==> src/rtl/uart_alu_interface.sv <==
`timescale 1ns/1ps
// Three-byte UART command collector (A, B, opcode) feeding a combinational ALU, returning one result byte over TX.
// Optional inter-byte timeout under UART_ALU_INTERFACE_TIMEOUT_EN; tx_start fires 2 cycles after the opcode byte.
module uart_alu_interface #(
    parameter int NB_DATA        = 8,
    parameter int NB_OP          = 6,
    parameter int NB_STATE       = 3,
    parameter int TIMEOUT_CYCLES = 1000000
) (
    input  logic               i_clk,
    input  logic               i_reset,
    input  logic               i_rx_done_tick,
    input  logic [NB_DATA-1:0] i_rx_data,
    input  logic               i_tx_done_tick,
    input  logic [NB_DATA-1:0] i_alu_result,
    output logic [NB_DATA-1:0] o_alu_a,
    output logic [NB_DATA-1:0] o_alu_b,
    output logic [NB_OP-1:0]   o_alu_op,
    output logic               o_tx_start,
    output logic [NB_DATA-1:0] o_tx_data,
    output logic               o_busy,
    output logic               o_timeout
);

    typedef enum logic [NB_STATE-1:0] {
        IDLE_A  = NB_STATE'(0),
        WAIT_B  = NB_STATE'(1),
        WAIT_OP = NB_STATE'(2),
        EXEC    = NB_STATE'(3),
        SEND    = NB_STATE'(4),
        WAIT_TX = NB_STATE'(5)
    } state_t;

    state_t state;
    state_t state_next;
    logic   timeout_hit;

`ifdef UART_ALU_INTERFACE_TIMEOUT_EN
    localparam int NB_CNT = (TIMEOUT_CYCLES > 1) ? $clog2(TIMEOUT_CYCLES) : 1;

    logic [NB_CNT-1:0] cnt;
    logic              waiting;

    assign waiting     = (state == WAIT_B) || (state == WAIT_OP);
    // A byte arriving on the terminal count cycle takes priority over the abort.
    assign timeout_hit = waiting && (cnt == NB_CNT'(TIMEOUT_CYCLES - 1)) && !i_rx_done_tick;

    always_ff @(posedge i_clk or posedge i_reset) begin
        if (i_reset) begin
            cnt <= '0;
        end else if (!waiting || i_rx_done_tick || timeout_hit) begin
            cnt <= '0;
        end else begin
            cnt <= cnt + 1'b1;
        end
    end
`else
    assign timeout_hit = 1'b0;
`endif

    assign o_timeout  = timeout_hit;
    assign o_tx_start = (state == SEND);
    assign o_busy     = (state != IDLE_A);

    always_ff @(posedge i_clk or posedge i_reset) begin
        if (i_reset) begin
            state <= IDLE_A;
        end else begin
            state <= state_next;
        end
    end

    always_comb begin
        state_next = state;
        case (state)
            IDLE_A:  if (i_rx_done_tick) state_next = WAIT_B;
            WAIT_B: begin
                if (i_rx_done_tick)   state_next = WAIT_OP;
                else if (timeout_hit) state_next = IDLE_A;
            end
            WAIT_OP: begin
                if (i_rx_done_tick)   state_next = EXEC;
                else if (timeout_hit) state_next = IDLE_A;
            end
            EXEC:    state_next = SEND;
            SEND:    state_next = WAIT_TX;
            WAIT_TX: if (i_tx_done_tick) state_next = IDLE_A;
            default: state_next = IDLE_A;
        endcase
    end

    // Operand and result registers only change on their own capture event, so they persist between commands.
    always_ff @(posedge i_clk or posedge i_reset) begin
        if (i_reset) begin
            o_alu_a   <= '0;
            o_alu_b   <= '0;
            o_alu_op  <= '0;
            o_tx_data <= '0;
        end else begin
            case (state)
                IDLE_A:  if (i_rx_done_tick) o_alu_a  <= i_rx_data;
                WAIT_B:  if (i_rx_done_tick) o_alu_b  <= i_rx_data;
                WAIT_OP: if (i_rx_done_tick) o_alu_op <= i_rx_data[NB_OP-1:0];
                EXEC:    o_tx_data <= i_alu_result;
                default: ;
            endcase
        end
    end

endmodule
==> config.mk <==
export PLATFORM = sky130hd
export DESIGN_NAME = uart_alu_interface
export DESIGN_NICKNAME = d
export VERILOG_FILES = /design/src/rtl/uart_alu_interface.sv
export SDC_FILE = /design/constraint.sdc
export NUM_CORES = 1
export LEC_CHECK = 0
export ABC_CLOCK_PERIOD_IN_PS = 1920
export CAP_MARGIN = 5
export CORE_ASPECT_RATIO = 0.5
export CORE_UTILIZATION = 44
export CTS_BUF_LIST = sky130_fd_sc_hd__clkbuf_8
export DETAILED_ROUTE_END_ITERATION = 6
export HOLD_SLACK_MARGIN = 0.06
export PLACE_DENSITY = 0.81
export SLEW_MARGIN = 20
export SYNTH_ARGS = -nofsm -noshare
export SYNTH_HDL_FRONTEND = slang
export SYNTH_SLANG_ARGS = --single-unit
==> constraint.sdc <==
create_clock -name i_clk -period 1.92 [get_ports i_clk]
set_input_delay 0.48 -clock i_clk [delete_from_list [all_inputs] [get_ports i_clk]]
set_output_delay 0.48 -clock i_clk [all_outputs]
set_load 0.01 [all_outputs]
Word level (Yosys, flattened, before mapping)
Cells that the tools add are included.
W data, S select, Z words.
{"block": "classes", "mul": 0, "mux": 5, "bitwise_logic": 0, "magnitude_cmp": 0, "addsub": 0, "n_shift": 0, "div_mod_pow": 0, "n_reduce_logical": 6, "eq_ne": 9}
{"operator": "$pmux W3 S6", "count": 1}
{"operator": "$mux W3", "count": 4}
{"operator": "$ne A2 B2 Y1 const B", "count": 4}
{"operator": "$eq A3 B2 Y1 const B", "count": 2}
{"operator": "$eq A3 B3 Y1 const B", "count": 2}
{"operator": "$reduce_and A2 Y1", "count": 3}
{"operator": "$reduce_and A4 Y1", "count": 1}
{"operator": "$eq A3 B1 Y1 const B", "count": 1}
{"operator": "$logic_not A3 Y1", "count": 1}
{"operator": "$reduce_bool A3 Y1", "count": 1}
{"block": "totals", "word_cells": 25, "input_bits": 20, "latchBits": 0, "mem_bits_rw": 0, "mem_bits_ro": 0, "memories": 0, "out_inout_bits": 33, "reg_bits": 33}

Longest topological paths before layout
{"block": "logic_depth", "ltp_word": 3, "ltp_mapped": 4, "ltp_nobuf": 2}

Worst setup path before layout
No wires, ideal clock.
{"block": "synth_path", "path_type": "register to register", "start": "reg state[0]", "end": "reg o_alu_a[0]", "setup_time_ps": 125, "arrival_ps": 1329, "stages_incl_launch_ff": 4, "slack_ps": 466, "path_cell_list": "dfrtp_1 -> buf_6 -> nor4b_4 -> mux2_2"}
{"block": "synth_between", "elab_chain_len": 2}
{"element": "start, declared", "line_no": "34", "source": "state_t state;"}
{"element": "start signal, assigned", "line_no": "69", "source": "state <= state_next;"}
{"element": "$logic_not A3 Y1", "line_no": "100", "source": "case (state)"}
{"element": "$reduce_and A2 Y1 (no source line)"}
{"element": "end signal, assigned", "line_no": "101", "source": "IDLE_A: if (i_rx_done_tick) o_alu_a <= i_rx_data;"}
{"element": "end, declared", "line_no": "16", "source": "output logic [NB_DATA-1:0] o_alu_a,"}
No other way between the ends.
A chain may end at the register's enable or synchronous reset.

Worst setup path after layout
{"block": "layout_path", "start": "reg state[0]", "end": "out o_busy"}
{"block": "layout_between", "elab_chain_len": 1}
{"element": "$reduce_bool A3 Y1", "line_no": "63", "source": "assign o_busy = (state != IDLE_A);"}
{"element": "end, declared", "line_no": "21", "source": "output logic o_busy,"}
No other way between the ends.

==> results.json <==
{
  "io_pins": 53,
  "grt.total_usage": 0.191,
  "irDropWorstVdd_mv": 0.871,
  "grt_max_degree": 23,
  "holdCritPathClass": "input pin to asynchronous set/reset pin",
  "path_class": "flop to primary output",
  "htree_levels": 2,
  "avgSynthCellArea_sq_um": 15.5,
  "final.setup_skew_ns": 0.00931,
  "synth_top_family_by_area": "multiplexers",
  "ctsHoldBuffers": 0,
  "sw_frac_of_total": 0.291,
  "worstPathArrival_ns": 1.33,
  "die-width_um": 80.3,
  "synthTopCellsByArea": "dfrtp_1 (61%), mux2_2 (25%), nor4b_4 (1.8%)",
  "synth.largest_area_cell": "dfrtp_1",
  "final_cell_mix": "clkdlybuf4s50_1 (49), dfrtp_1 (32), mux2_2 (30)",
  "synthesis.instances": 87,
  "drt_wl_total_mm": 2.80,
  "fin_total_pwr_mw": 3.64,
  "num-nets-final": 168,
  "setup_violations": 0,
  "power_frac_seq": 0.344,
  "area_growth_pct": 52.6,
  "grt_overflow": 0,
  "rows": 13,
  "period_minus_slack_ns": 1.81,
  "clk_latency_ns": 0.28,
  "drive_above_1_share": 0.342,
  "clockRootBuffer": "clkbuf_8",
  "dpl.hpwl_mm": 2.09,
  "routabilityCongestion": 0.683,
  "coreArea_sq_um": 2750,
  "required_ns": 1.44,
  "vias": 878,
  "cts.path.max_buffers": 2,
  "fin_area_sq_um": 2060,
  "rsz0062_at_grt": "false",
  "synth-simple-area-share": 0.0927,
  "die_area_sq_um": 3310,
  "end_kind": "primary output",
  "outcome": "finished clean",
  "grt_pass1_vias": 838,
  "synth_top_area_frac": 0.612,
  "power_leakage_nw": 0.884,
  "syn-cell-area_sq_um": 1350,
  "antenna_found_initial": 0,
  "finalCritPeriodShare": 0.943,
  "start_util": 0.491,
  "muxShareOfSynthArea": 0.250,
  "detail_route.wl_per_cell_um": 15.1,
  "final_core_util": 0.750,
  "drv_cap": 0,
  "final_common_cell": "clkdlybuf4s50_1",
  "drt_iter0_drc": 37,
  "dr.pass1.iters": 2,
  "synth-compound-area-share": 0.00741,
  "ys_seq_area_frac": 0.612,
  "clkSlewWorstSetupHoldPaths_ns": 0.07,
  "die_h_um": 41.2,
  "power_density_nw_per_um2": 1770,
  "numCtsBuffers": 5,
  "crit_fanout": 4,
  "cts_tree": "done",
  "ant_nets": 0,
  "max_freq_mhz": 552,
  "internal-power_mw": 2.58,
  "synth_nets": 107,
  "dpl-instance-area_sq_um": 1930,
  "yosys_warnings": 0,
  "p_switching_mw": 1.06,
  "numPortBuffers": 51,
  "synth_xor_xnor_area_share": 0,
  "synth-adder-area-share": 0,
  "synth_cell_types": 20,
  "timing.hold.ws_ns": 0.506,
  "power_frac_comb": 0.474,
  "clkPwrFrac": 0.182,
  "drv_slew": 0,
  "startpoint_type": "flop",
  "clock-sinks": 33,
  "grt_pass1_wl_mm": 4.20,
  "diodes": 0,
  "via_per_inst": 4.72,
  "fillers": 186,
  "ys_ff_latch": 33,
  "finalHoldViolations": 0,
  "drc": 0
}
-- metal layers --
layer	wire, um	vias up	part of all wire	GRT usage
met3	129	5	0.046	0.0556
met4	37	0	0.013	0.0938
met2	1420	27	0.51	0.348
met1	1210	420	0.43	0.219
li1	-	426	-	-
met5	0	-	0	0
-- per-stage QoR --
step | instances | setup WS (ns) | setup TNS (ns)
global route | 186 | 0.0715 | 0
CTS | 186 | -0.0878 | -0.0878
detailed placement | 177 | -0.105 | -0.822
floorplan | 87 | 0.466 | 0
finish | 186 | 0.110 | 0
global placement | 177 | -0.0526 | -0.417
-- what timing repair did --
action                     in CTS  in global routing
buffers inserted                1                  0
gates resized for setup         2                  2
setup endpoints to repair       2                  1
-- cell type report --
type                    count  area (sq um)  area share
flip-flops and latches     33           827       0.401
clock inverters             2          33.8      0.0164
inverters                   1          3.75     0.00182
repair buffers             60           579       0.281
multi-input cells          47           488       0.237
well taps                  37          46.3      0.0225
clock buffers               6          82.6      0.0401
-- cells in the mapped netlist --
library cell	instances
dfrtp_1	33
mux2_2	30
nor3b_1	3
buf_2	2
buf_6	2
nand2b_1	2
nand3b_1	2
a21oi_1	1
and2_1	1
and4bb_2	1
buf_4	1
clkbuf_1	1
conb_1	1
inv_1	1
nor4b_1	1
nor4b_4	1
nor4bb_1	1
o21ai_0	1
or3_1	1
or4_1	1
-- power by group through the flow --
stage	combinational [mW]	sequential (mW)	clock (mW)
5_1_grt	1.85	1.30	0.711
4_1_cts	1.75	1.26	0.674
2_1_floorplan	0.705	1.39	0
6_report	1.73	1.25	0.663
3_3_place_gp	1.68	1.25	0
3_5_place_dp	1.74	1.27	0
-- worst max-delay path, cell delays in order (launching register included) --
cell,delay (ns)
dfrtp_1,0.41
or3_1,0.36
dlygate4sd2_1,0.29
-- flip-flops by register name (all words and copies together) (netlist names) --
| register | count |
|---|---|
| o_alu_a | 8 |
| o_alu_b | 8 |
| o_alu_op | 6 |
| o_tx_data | 8 |
| state | 3 |
-- worst paths after layout --
path,slack (ns),to,cells after the start,startpoint
worst min-delay path,0.51,state[1]$_DFFE_PP0P_,3,i_reset
min in group i_clk,0.51,o_alu_b[3]$_DFFE_PP0P_,1,o_alu_b[3]$_DFFE_PP0P_
worst min register to register,0.51,o_alu_b[3]$_DFFE_PP0P_,1,o_alu_b[3]$_DFFE_PP0P_
worst max-delay path,0.11,o_busy,2,state[0]$_DFFE_PP0P_
max in group asynchronous,1.13,o_alu_b[3]$_DFFE_PP0P_,3,i_reset
worst max register to register,0.25,o_alu_b[4]$_DFFE_PP0P_,5,state[1]$_DFFE_PP0P_
-- kinds of logic after synthesis --
logic type / Yosys count
mux: 30
flops: 33
compound gates: 2
simple gates: 14
other cells: 1
buf+inv: 7
Power figures use the tool's default switching activity.
